File: src/rtl/word_decryptor_if.sv
// Job-control and RAM-port bundle for word_decryptor.
// The slave side is the decryptor; the master side issues jobs and serves the RAM.
interface word_decryptor_if;
    logic        start;
    logic [1:0]  op;
    logic [63:0] key;
    logic [5:0]  shamt;
    logic [15:0] base_addr;
    logic [6:0]  len;
    logic [63:0] mem_rdata;
    logic [15:0] mem_addr;
    logic [63:0] mem_wdata;
    logic        mem_wren;
    logic        busy;
    logic        done;
    logic        err;
    logic [6:0]  word_cnt;

    modport master (
        output start, op, key, shamt, base_addr, len, mem_rdata,
        input  mem_addr, mem_wdata, mem_wren, busy, done, err, word_cnt
    );

    modport slave (
        input  start, op, key, shamt, base_addr, len, mem_rdata,
        output mem_addr, mem_wdata, mem_wren, busy, done, err, word_cnt
    );
endinterface

File: src/rtl/word_decryptor.sv
// In-place decryptor: reads, transforms and rewrites len consecutive 64-bit RAM words,
// four cycles per word (RD, WAIT, CAP, WR), with a one-cycle done pulse at the end.
module word_decryptor (
    input  logic            clk,
    input  logic            rst_n,
    word_decryptor_if.slave bus
);
    typedef enum logic [2:0] {IDLE, RD, WAIT, CAP, WR, DONE} state_t;

    state_t      r_state;
    logic [1:0]  r_op;
    logic [63:0] r_key;
    logic [5:0]  r_shamt;
    logic [15:0] r_base;
    logic [6:0]  r_len;
    logic [6:0]  r_word_cnt;
    logic [15:0] r_mem_addr;
    logic [63:0] r_mem_wdata;
    logic        r_mem_wren;
    logic        r_busy;
    logic        r_done;
    logic        r_err;

    logic [63:0] w_xform;
    logic [6:0]  w_next_idx;

    always_comb begin
        w_xform = bus.mem_rdata;
        case (r_op)
            2'd0:    w_xform = bus.mem_rdata ^ r_key;
            2'd1:    w_xform = (bus.mem_rdata >> r_shamt) |
                               (bus.mem_rdata << (7'd64 - {1'b0, r_shamt}));
            2'd2:    w_xform = {bus.mem_rdata[31:0], bus.mem_rdata[63:32]};
            default: w_xform = bus.mem_rdata;
        endcase
    end

    // Words written so far always equals the index of the word in flight.
    assign w_next_idx = r_word_cnt + 7'd1;

    always_ff @(posedge clk) begin
        if (!rst_n) begin
            r_state     <= IDLE;
            r_op        <= '0;
            r_key       <= '0;
            r_shamt     <= '0;
            r_base      <= '0;
            r_len       <= '0;
            r_word_cnt  <= '0;
            r_mem_addr  <= '0;
            r_mem_wdata <= '0;
            r_mem_wren  <= 1'b0;
            r_busy      <= 1'b0;
            r_done      <= 1'b0;
            r_err       <= 1'b0;
        end else begin
            case (r_state)
                IDLE: begin
                    if (bus.start) begin
                        r_op       <= bus.op;
                        r_key      <= bus.key;
                        r_shamt    <= bus.shamt;
                        r_base     <= bus.base_addr;
                        r_len      <= bus.len;
                        r_word_cnt <= '0;
                        r_err      <= (bus.op == 2'd3);
                        if (bus.len == 7'd0 || bus.op == 2'd3) begin
                            r_state <= DONE;
                            r_done  <= 1'b1;
                        end else begin
                            r_state    <= RD;
                            r_busy     <= 1'b1;
                            r_mem_addr <= bus.base_addr;
                        end
                    end
                end
                RD:   r_state <= WAIT;
                WAIT: r_state <= CAP;
                CAP: begin
                    r_state     <= WR;
                    r_mem_wdata <= w_xform;
                    r_mem_wren  <= 1'b1;
                end
                WR: begin
                    r_mem_wren  <= 1'b0;
                    r_mem_wdata <= '0;
                    r_word_cnt  <= w_next_idx;
                    if (w_next_idx == r_len) begin
                        r_state    <= DONE;
                        r_busy     <= 1'b0;
                        r_done     <= 1'b1;
                        r_mem_addr <= '0;
                    end else begin
                        r_state    <= RD;
                        r_mem_addr <= r_base + {9'd0, w_next_idx};
                    end
                end
                DONE: begin
                    r_state <= IDLE;
                    r_done  <= 1'b0;
                end
                default: begin
                    r_state    <= IDLE;
                    r_busy     <= 1'b0;
                    r_done     <= 1'b0;
                    r_mem_wren <= 1'b0;
                    r_mem_addr <= '0;
                end
            endcase
        end
    end

    assign bus.mem_addr  = r_mem_addr;
    assign bus.mem_wdata = r_mem_wdata;
    assign bus.mem_wren  = r_mem_wren;
    assign bus.busy      = r_busy;
    assign bus.done      = r_done;
    assign bus.err       = r_err;
    assign bus.word_cnt  = r_word_cnt;
endmodule

File: src/flat_wrapper.sv
// flat-port wrapper written by rule: the top's interface ports become plain ports
module word_decryptor_flat 
  (clk, rst_n, bus_start, bus_op, bus_key, bus_shamt, bus_base_addr, bus_len, bus_mem_rdata, bus_mem_addr, bus_mem_wdata, bus_mem_wren, bus_busy, bus_done, bus_err, bus_word_cnt);
  word_decryptor_if bus_i ();
  input  logic clk;
  input  logic rst_n;
  input wire logic [$bits(bus_i.start)-1:0] bus_start;
  input wire logic [$bits(bus_i.op)-1:0] bus_op;
  input wire logic [$bits(bus_i.key)-1:0] bus_key;
  input wire logic [$bits(bus_i.shamt)-1:0] bus_shamt;
  input wire logic [$bits(bus_i.base_addr)-1:0] bus_base_addr;
  input wire logic [$bits(bus_i.len)-1:0] bus_len;
  input wire logic [$bits(bus_i.mem_rdata)-1:0] bus_mem_rdata;
  output wire logic [$bits(bus_i.mem_addr)-1:0] bus_mem_addr;
  output wire logic [$bits(bus_i.mem_wdata)-1:0] bus_mem_wdata;
  output wire logic [$bits(bus_i.mem_wren)-1:0] bus_mem_wren;
  output wire logic [$bits(bus_i.busy)-1:0] bus_busy;
  output wire logic [$bits(bus_i.done)-1:0] bus_done;
  output wire logic [$bits(bus_i.err)-1:0] bus_err;
  output wire logic [$bits(bus_i.word_cnt)-1:0] bus_word_cnt;
  assign bus_i.start = bus_start;
  assign bus_i.op = bus_op;
  assign bus_i.key = bus_key;
  assign bus_i.shamt = bus_shamt;
  assign bus_i.base_addr = bus_base_addr;
  assign bus_i.len = bus_len;
  assign bus_i.mem_rdata = bus_mem_rdata;
  assign bus_mem_addr = bus_i.mem_addr;
  assign bus_mem_wdata = bus_i.mem_wdata;
  assign bus_mem_wren = bus_i.mem_wren;
  assign bus_busy = bus_i.busy;
  assign bus_done = bus_i.done;
  assign bus_err = bus_i.err;
  assign bus_word_cnt = bus_i.word_cnt;
  word_decryptor u_core (.clk(clk), .rst_n(rst_n), .bus(bus_i));
endmodule
File: config.mk
export PLATFORM = sky130hd
export DESIGN_NAME = word_decryptor_flat
export DESIGN_NICKNAME = d
export VERILOG_FILES = /design/src/rtl/word_decryptor_if.sv /design/src/rtl/word_decryptor.sv /design/src/flat_wrapper.sv
export SDC_FILE = /design/constraint.sdc
export NUM_CORES = 1
export LEC_CHECK = 0
export BUFFER_PORTS_ARGS = -buffer_cell sky130_fd_sc_hd__buf_2
export CAP_MARGIN = 25
export CORE_MARGIN = 1.5
export CORE_UTILIZATION = 25
export CTS_CLUSTER_DIAMETER = 120
export DETAILED_ROUTE_END_ITERATION = 8
export MAX_ROUTING_LAYER = met4
export PLACE_DENSITY = 0.5
export SLEW_MARGIN = 20
export SYNTH_ARGS = -nofsm -noshare
export SYNTH_HDL_FRONTEND = slang
export SYNTH_SLANG_ARGS = --single-unit
File: constraint.sdc
create_clock -name clk -period 4.2 [get_ports clk]
set_input_delay 0.21 -clock clk [delete_from_list [all_inputs] [get_ports clk]]
set_output_delay 0.21 -clock clk [all_outputs]
set_load 0.01 [all_outputs]
==> metrics.md, run 1 <==
| Metric | Value |
|---|---|
| Fin Hold WS | 0.0983 ns |
| Worst Path Class, Setup | register to register |
| Post-route insts no fill | 3532 |
| Num ports | 253 |
| Status | completed |
| Initial DRC Count | 2725 |
| Vias in the first global route | 20300 |
| H-tree depth | 4 |
| # placed instances | 3400 |
| Clock transition at the registers of the reported paths | 0.08 ns |
| Most frequent cells in the layout | 442 x nand2_1, 252 x buf_2, 217 x a21oi_1, 182 x dfxtp_1, 156 x nor2_1 |
| Final WL | 115000 µm |
| Mean area per synthesized cell | 8.11 µm² |
| Relative slew slack | 27.8% |
| Final hold viol count | 0 |
| DR vias | 21500 |
| Routability cong. | 1.10 |
| Synth Register Bits | 189 |
| Number of synthesized flops with an enable pin | 0 |
| Chip width | 276 µm |
| Layout cells sized above 1 | 27.0% |
| Synth warnings | 0 |
| WL/cell | 32.7 µm |
| Final Util | 30.7% |
| Initial antenna violation count | 8 |
| Met2 Usage GRT | 42.8% |
| Crit path time final | 3.40 ns |
| RSZ-0062 raised after global routing | no |
| Ys async rst share | 0% |
| Drt pass-1 iters | 8 |
| Largest net degree at the start of global routing | 92 |
| Clock Sink Count | 189 |
| CP Cell Sequence | clkinv_2 > ha_4 > xnor2_2 > buf_4 > mux4_2 > o22ai_1 > mux2i_1 > o2bb2ai_1 > a222oi_1 > nand2_1 |
| Setup Viol. Count Final | 0 |
| Post-Synthesis Cells | 2303 |
| Layout Nets | 2720 |
| Post-synth top area share | 20.3% |
| Hpwl dp | 87600 µm |
| CTS root buf | clkbuf_16 |
| Synth top area cells | dfxtp_1 20%, mux4_2 16%, nand2_1 8.9% |
| Setup TNS | 0 ns |
| Crit-path leading delay family | compound AO/OA/AOI/OAI gates |
| Mapped cell area | 18700 µm² |
| Global routing met1 resource utilization | 37.6% |
| Worst skew pair latency | 0.52 ns |
| Pwr Density | 376 nW/µm² |
| CTS resizes | 0 |
| WP data required | 4.60 ns |
| CTS max path bufs | 2 |
| Routed vias/inst | 6.08 |
| Most common cell after layout, fill and taps aside | nand2_1 |
| Distinct cells, synth | 84 |
| Area Overhead vs Synth | 21.8% |
| First-pass GRT wire length | 160000 µm |
| M3 GR Usage | 8.95% |
| I/O Buffers | 252 |
| Final Skew | 0.0180 ns |
| Core Rows | 100 |
| Critical path peak fanout | 15 |
| CP max stage cell | xnor2_2 |
| Worst Setup Start Kind | register |
| Hold crit path type | input pin to register |
| Worst Path Arrival | 3.80 ns |
| Global Route Usage Sum | 30.3% |
| CORE AREA | 74200 µm² |
| Main flop type after synthesis | dfxtp_1 |
| Post-synth top area cell | dfxtp_1 |
| CTS buffer count | 17 |
| Final Power | 8.55 mW |
| Initial core utilization | 25.2% |
| Die ar. | 76300 µm² |
| Busiest layer in global routing | met2 |
| Max stage delay on crit path | 0.52 ns |
| CP bufs+invs | 2 |
| CTS tree | done |
| # DRC | 0 |
| Max VDD drop | 0.000369 V |
| DIE HEIGHT | 276 µm |
| Static leakage | 9.04 nW |
| Final worst-path cycle share | 81.1% |
| Critical Path End Type | register |
| Post-route ant nets | 0 |
| Grt ovf | 0 |
| Post-synthesis sequential area ratio | 20.3% |
| Fmax | 0.294 GHz |
| Max-slew violations | 0 |
| Worst Max-Slew Pin Slew | 1.08 ns |
| Total of max-cap violations | 0 |
| Syn Nets | 2477 |
## stage by stage
stage | instance area (µm²) | worst slack, ns
finish | 22700 | 0.796
global route | 22700 | 0.628
CTS | 22700 | 0.828
detailed placement | 21200 | 0.855
global placement | 21200 | 0.896
floorplan | 18700 | 0.509
## tightest hold or removal path, stage by stage
cell and delay (ns):
buf_2 0.14, nor3_1 0.13, nor4b_1 0.07
## area by class of cell
cell class / count / area, µm²
antenna: 4 / 10.0
sequential: 189 / 3800
inverter: 18 / 71.3
clock inverter: 15 / 169
clock buffer: 17 / 425
timing repair buffer: 485 / 3380
multi-input combinational: 1835 / 13700
fill: 8006 / 51400
tap: 969 / 1210
## cells by family after synthesis
family | after synthesis | share of synthesized area (%)
and+or+nand+nor | 749 | 16.7
AOI/OAI and AO/OA | 618 | 21.6
muxes | 364 | 29.1
buffers and inverters | 279 | 7.01
DFF | 189 | 20.3
xor gates and xnor gates | 92 | 4.40
adders and majority gates | 12 | 0.844
## state kept, by name (all words and copies together) (netlist names)
signal	cells
u_core.bus.mem_wdata	64
u_core.r_key	64
u_core.bus.mem_addr	16
u_core.r_base	16
u_core.bus.word_cnt	7
u_core.r_len	7
u_core.r_shamt	6
u_core.r_state	3
u_core.r_op	2
u_core.bus.busy	1
u_core.bus.done	1
u_core.bus.err	1
u_core.bus.mem_wren	1
## synth_stat cells (13+ instances only)
library cell and count:
a221oi_1 32, nand2_1 443, o221ai_1 15, nor2_1 160, dfxtp_1 189, clkbuf_1 164
o211ai_1 17, o21ai_0 103, nand3_1 60, a31oi_1 14, mux2_2 90, inv_1 14
o22ai_1 18, mux4_2 130, buf_2 46, xor2_1 75, buf_4 26, a22oi_1 42
mux2i_1 139, a21oi_1 217, a211oi_1 32, a22o_1 13, and2_1 17, nor3_1 22
xnor2_1 15
## layer usage
metal | part of all wire, % | wire [µm] | up-vias
li1 | - | - | 8990
met1 | 39 | 45500 | 10500
met2 | 42 | 48100 | 1581
met3 | 12 | 13300 | 369
met4 | 7.3 | 8450 | 0
met5 | 0 | 0 | -
## path summary, 6_finish.rpt
| check | endpoint | startpoint | slack [ns] | depth (start not counted) |
|---|---|---|---|---|
| setup reg to reg | u_core.bus.mem_wdata[22]$_SDFFE_PN0P_ | u_core.r_shamt[0]$_SDFFE_PN0P_ | 0.80 | 10 |
| hold reg to reg | u_core.r_base[6]$_SDFFE_PN0P_ | u_core.r_base[6]$_SDFFE_PN0P_ | 0.47 | 2 |
| hold / removal | u_core.r_state[0]$_SDFFE_PN0N_ | bus_start | 0.1 | 3 |
| setup / recovery | u_core.bus.mem_wdata[22]$_SDFFE_PN0P_ | u_core.r_shamt[0]$_SDFFE_PN0P_ | 0.80 | 10 |
## repair_timing
action,in CTS,in global routing
buffers inserted,0,0
hold buffers,96,0
hold endpoints to repair,99,0
## report_power, final
part	internal [mW]	leakage [nW]	switching, mW
combinational	1.69	7.21	3.05
clock	0.802	0.290	0.949
sequential	1.91	1.54	0.153
(Power assumes the default switching activity.)
==> inputs of run 2 (changes only) <==
- clock period: 4.2 -> 3.3 ns (I/O delays scaled with it)
==> metrics.md, run 2 (same netlist as run 1, synthesis figures left out) <==
| Metric | Value |
|---|---|
| Sequential share of power | 23.2% (was 24.1%) |
| Core Rows | 100 (unchanged) |
| Relative slew slack | 32.9% (was 27.8%) |
| Clock transition at the registers of the reported paths | 0.09 ns (was 0.08 ns) |
| Worst Path Class, Setup | register to register (unchanged) |
| CTS buffer count | 17 (unchanged) |
| Int Power | 5.96 mW (was 4.40 mW) |
| Clock Sink Count | 189 (unchanged) |
| Global Route Usage Sum | 31.1% (was 30.3%) |
| Critical path peak fanout | 41 (was 15) |
| DIE HEIGHT | 276 µm (unchanged) |
| Final WL | 118000 µm (was 115000 µm) |
| Initial DRC Count | 3059 (was 2725) |
| H-tree depth | 4 (unchanged) |
| Final hold viol count | 0 (unchanged) |
| Sw Share | 47.3% (was 48.5%) |
| Clock power share | 20.0% (was 20.5%) |
| Crit path time final | 3.16 ns (was 3.40 ns) |
| Worst Path Arrival | 3.57 ns (was 3.80 ns) |
| Post-route worst setup slack | 0.142 ns (was 0.796 ns) |
| Total of max-cap violations | 0 (unchanged) |
| Drt pass-1 iters | 6 (was 8) |
| Routed vias/inst | 5.94 (was 6.08) |
| Static leakage | 9.54 nW (was 9.04 nW) |
| CTS root buf | clkbuf_16 (unchanged) |
| Psw | 5.34 mW (was 4.15 mW) |
| Routability cong. | 1.07 (was 1.10) |
| WL/cell | 32.4 µm (was 32.7 µm) |
| Crit-path leading delay family | multiplexers (was compound AO/OA/AOI/OAI gates) |
| First-pass GRT wire length | 164000 µm (was 160000 µm) |
| Final worst-path cycle share | 95.7% (was 81.1%) |
| Most common cell after layout, fill and taps aside | nand2_1 (unchanged) |
| Die ar. | 76300 µm² (unchanged) |
| Final Skew | 0.0202 ns (was 0.0180 ns) |
| Grt ovf | 0 (unchanged) |
| Max stage delay on crit path | 0.66 ns (was 0.52 ns) |
| Layout cells sized above 1 | 29.7% (was 27.0%) |
| Worst Max-Slew Pin Slew | 0.995 ns (was 1.08 ns) |
| Setup Viol. Count Final | 0 (unchanged) |
| Fin area | 23600 µm² (was 22700 µm²) |
| CP Cell Sequence | buf_12 > mux4_1 > mux2i_1 > nand2_1 > nand3_1 > o21ai_0 > buf_4 > a211oi_1 > buf_4 > o31ai_1 (was clkinv_2 > ha_4 > xnor2_2 > buf_4 > mux4_2 > o22ai_1 > mux2i_1 > o2bb2ai_1 > a222oi_1 > nand2_1) |
| Chip width | 276 µm (unchanged) |
| Worst skew pair latency | 0.52 ns (about the same) |
| Critical Path Most Common Cell | buf_4 |
| Post-DP Area | 22000 µm² (was 21200 µm²) |
| Layout Nets | 2810 (was 2720) |
| DP Worst Slack | 0.0176 ns (was 0.855 ns) |
| Num ports | 253 (unchanged) |
| Hpwl dp | 90100 µm (was 87600 µm) |
| Post-route ant nets | 0 (unchanged) |
| Max-slew violations | 0 (unchanged) |
| Setup bufs post-CTS | 0 (unchanged) |
| Largest net degree at the start of global routing | 88 (was 92) |
| Area of the multi-input gates | 13700 µm² (about the same) |
| # fillers | 7929 (was 8006) |
| CP max stage cell | mux4_1 (was xnor2_2) |
| Pwr Density | 479 nW/µm² (was 376 nW/µm²) |
| Critical Path End Type | register (unchanged) |
| Setup TNS | 0 ns (unchanged) |
| Final Power | 11.3 mW (was 8.55 mW) |
| # DRC | 0 (unchanged) |
| Initial core utilization | 25.2% (unchanged) |
| Max VDD drop | 0.000424 V (was 0.000369 V) |
| Area Overhead vs Synth | 26.4% (was 21.8%) |
| WP data required | 3.71 ns (was 4.60 ns) |
| Initial antenna violation count | 14 (was 8) |
| RSZ-0062 raised after global routing | no (unchanged) |
| CORE AREA | 74200 µm² (unchanged) |
| Worst Setup Start Kind | register (unchanged) |
| Sequential cell area | 3800 µm² (unchanged) |
| Fmax | 0.317 GHz (was 0.294 GHz) |
| DR vias | 21600 (was 21500) |
| CTS max path bufs | 2 (unchanged) |
| Status | completed (unchanged) |
| Hold crit path type | input pin to register (unchanged) |
| CP bufs+invs | 3 (was 2) |
| I/O Buffers | 252 (unchanged) |
| Vias in the first global route | 20700 (was 20300) |
| Logic gate share of total power | 56.8% (was 55.4%) |
| CTS tree | done (unchanged) |
| Most frequent cells in the layout | 442 x nand2_1, 252 x buf_2, 217 x a21oi_1, 208 x buf_4, 182 x dfxtp_1 (was 442 x nand2_1, 252 x buf_2, 217 x a21oi_1, 182 x dfxtp_1, 156 x nor2_1) |
-- run 2: power by group through the flow --
stage | logic (mW) | clock network, mW | registers [mW]
after CTS | 6.17 | 2.33 | 2.62
after global placement | 6.11 | 0 | 2.67
final | 6.42 | 2.26 | 2.62
after global routing | 6.60 | 2.39 | 2.64
after floorplan | 3.45 | 0 | 2.59
after detailed placement | 6.05 | 0 | 2.67
-- run 2: layer usage --
metal	track usage [%]	part of all wire (%)	routed length (µm)
met5	-	0	0
met4	20.4	7.7	9080
met3	10.1	11	13500
met2	44.2	42	49100
met1	37.3	39	46100
-- run 2: repair_timing --
item,CTS,global route
hold buffers,96,0
gates resized for setup,0,4
endpoints found under the hold margin,107,0
setup endpoints to repair,0,4
-- run 2: final cells by class --
cell class	count	area share [%]
diodes	15	0.159
clock inverters	13	0.615
well taps	969	5.14
flip-flops and latches	189	16.1
inverters	18	0.308
clock buffers	19	1.92
repair buffers	575	17.6
multi-input cells	1835	58.1
-- run 2: through the flow --
| stage | util, % | std cells | hold WS [ns] |
|---|---|---|---|
| after global placement | 29.6 | 3490 | 0.407 |
| after global routing | 31.8 | 3630 | 0.132 |
| after floorplan | - | 2303 | 0.293 |
| after CTS | 31.7 | 3618 | 0.0362 |
| after detailed placement | 29.6 | 3490 | 0.413 |
| final | 31.8 | 3633 | 0.0634 |
-- run 2: worst paths after layout --
kind	startpoint	end	slack, ns	cells after the start
setup reg to reg	u_core.r_shamt[1]$_SDFFE_PN0P_	u_core.bus.mem_wdata[5]$_SDFFE_PN0P_	0.14	10
hold / removal	bus_start	u_core.r_state[0]$_SDFFE_PN0N_	0.06	3
hold reg to reg	u_core.bus.err$_SDFFE_PN0P_	u_core.bus.err$_SDFFE_PN0P_	0.46	2
setup / recovery	u_core.r_shamt[1]$_SDFFE_PN0P_	u_core.bus.mem_wdata[5]$_SDFFE_PN0P_	0.14	10
-- run 2: worst register-to-register path, cell delays in order (launching register included) --
cell and delay (ns):
dfxtp_4 0.37, buf_12 0.26, mux4_1 0.72, mux2i_1 0.30
nand2_1 0.10, nand3_1 0.09, o21ai_0 0.09, buf_4 0.19
a211oi_1 0.64, buf_4 0.23, o31ai_1 0.06
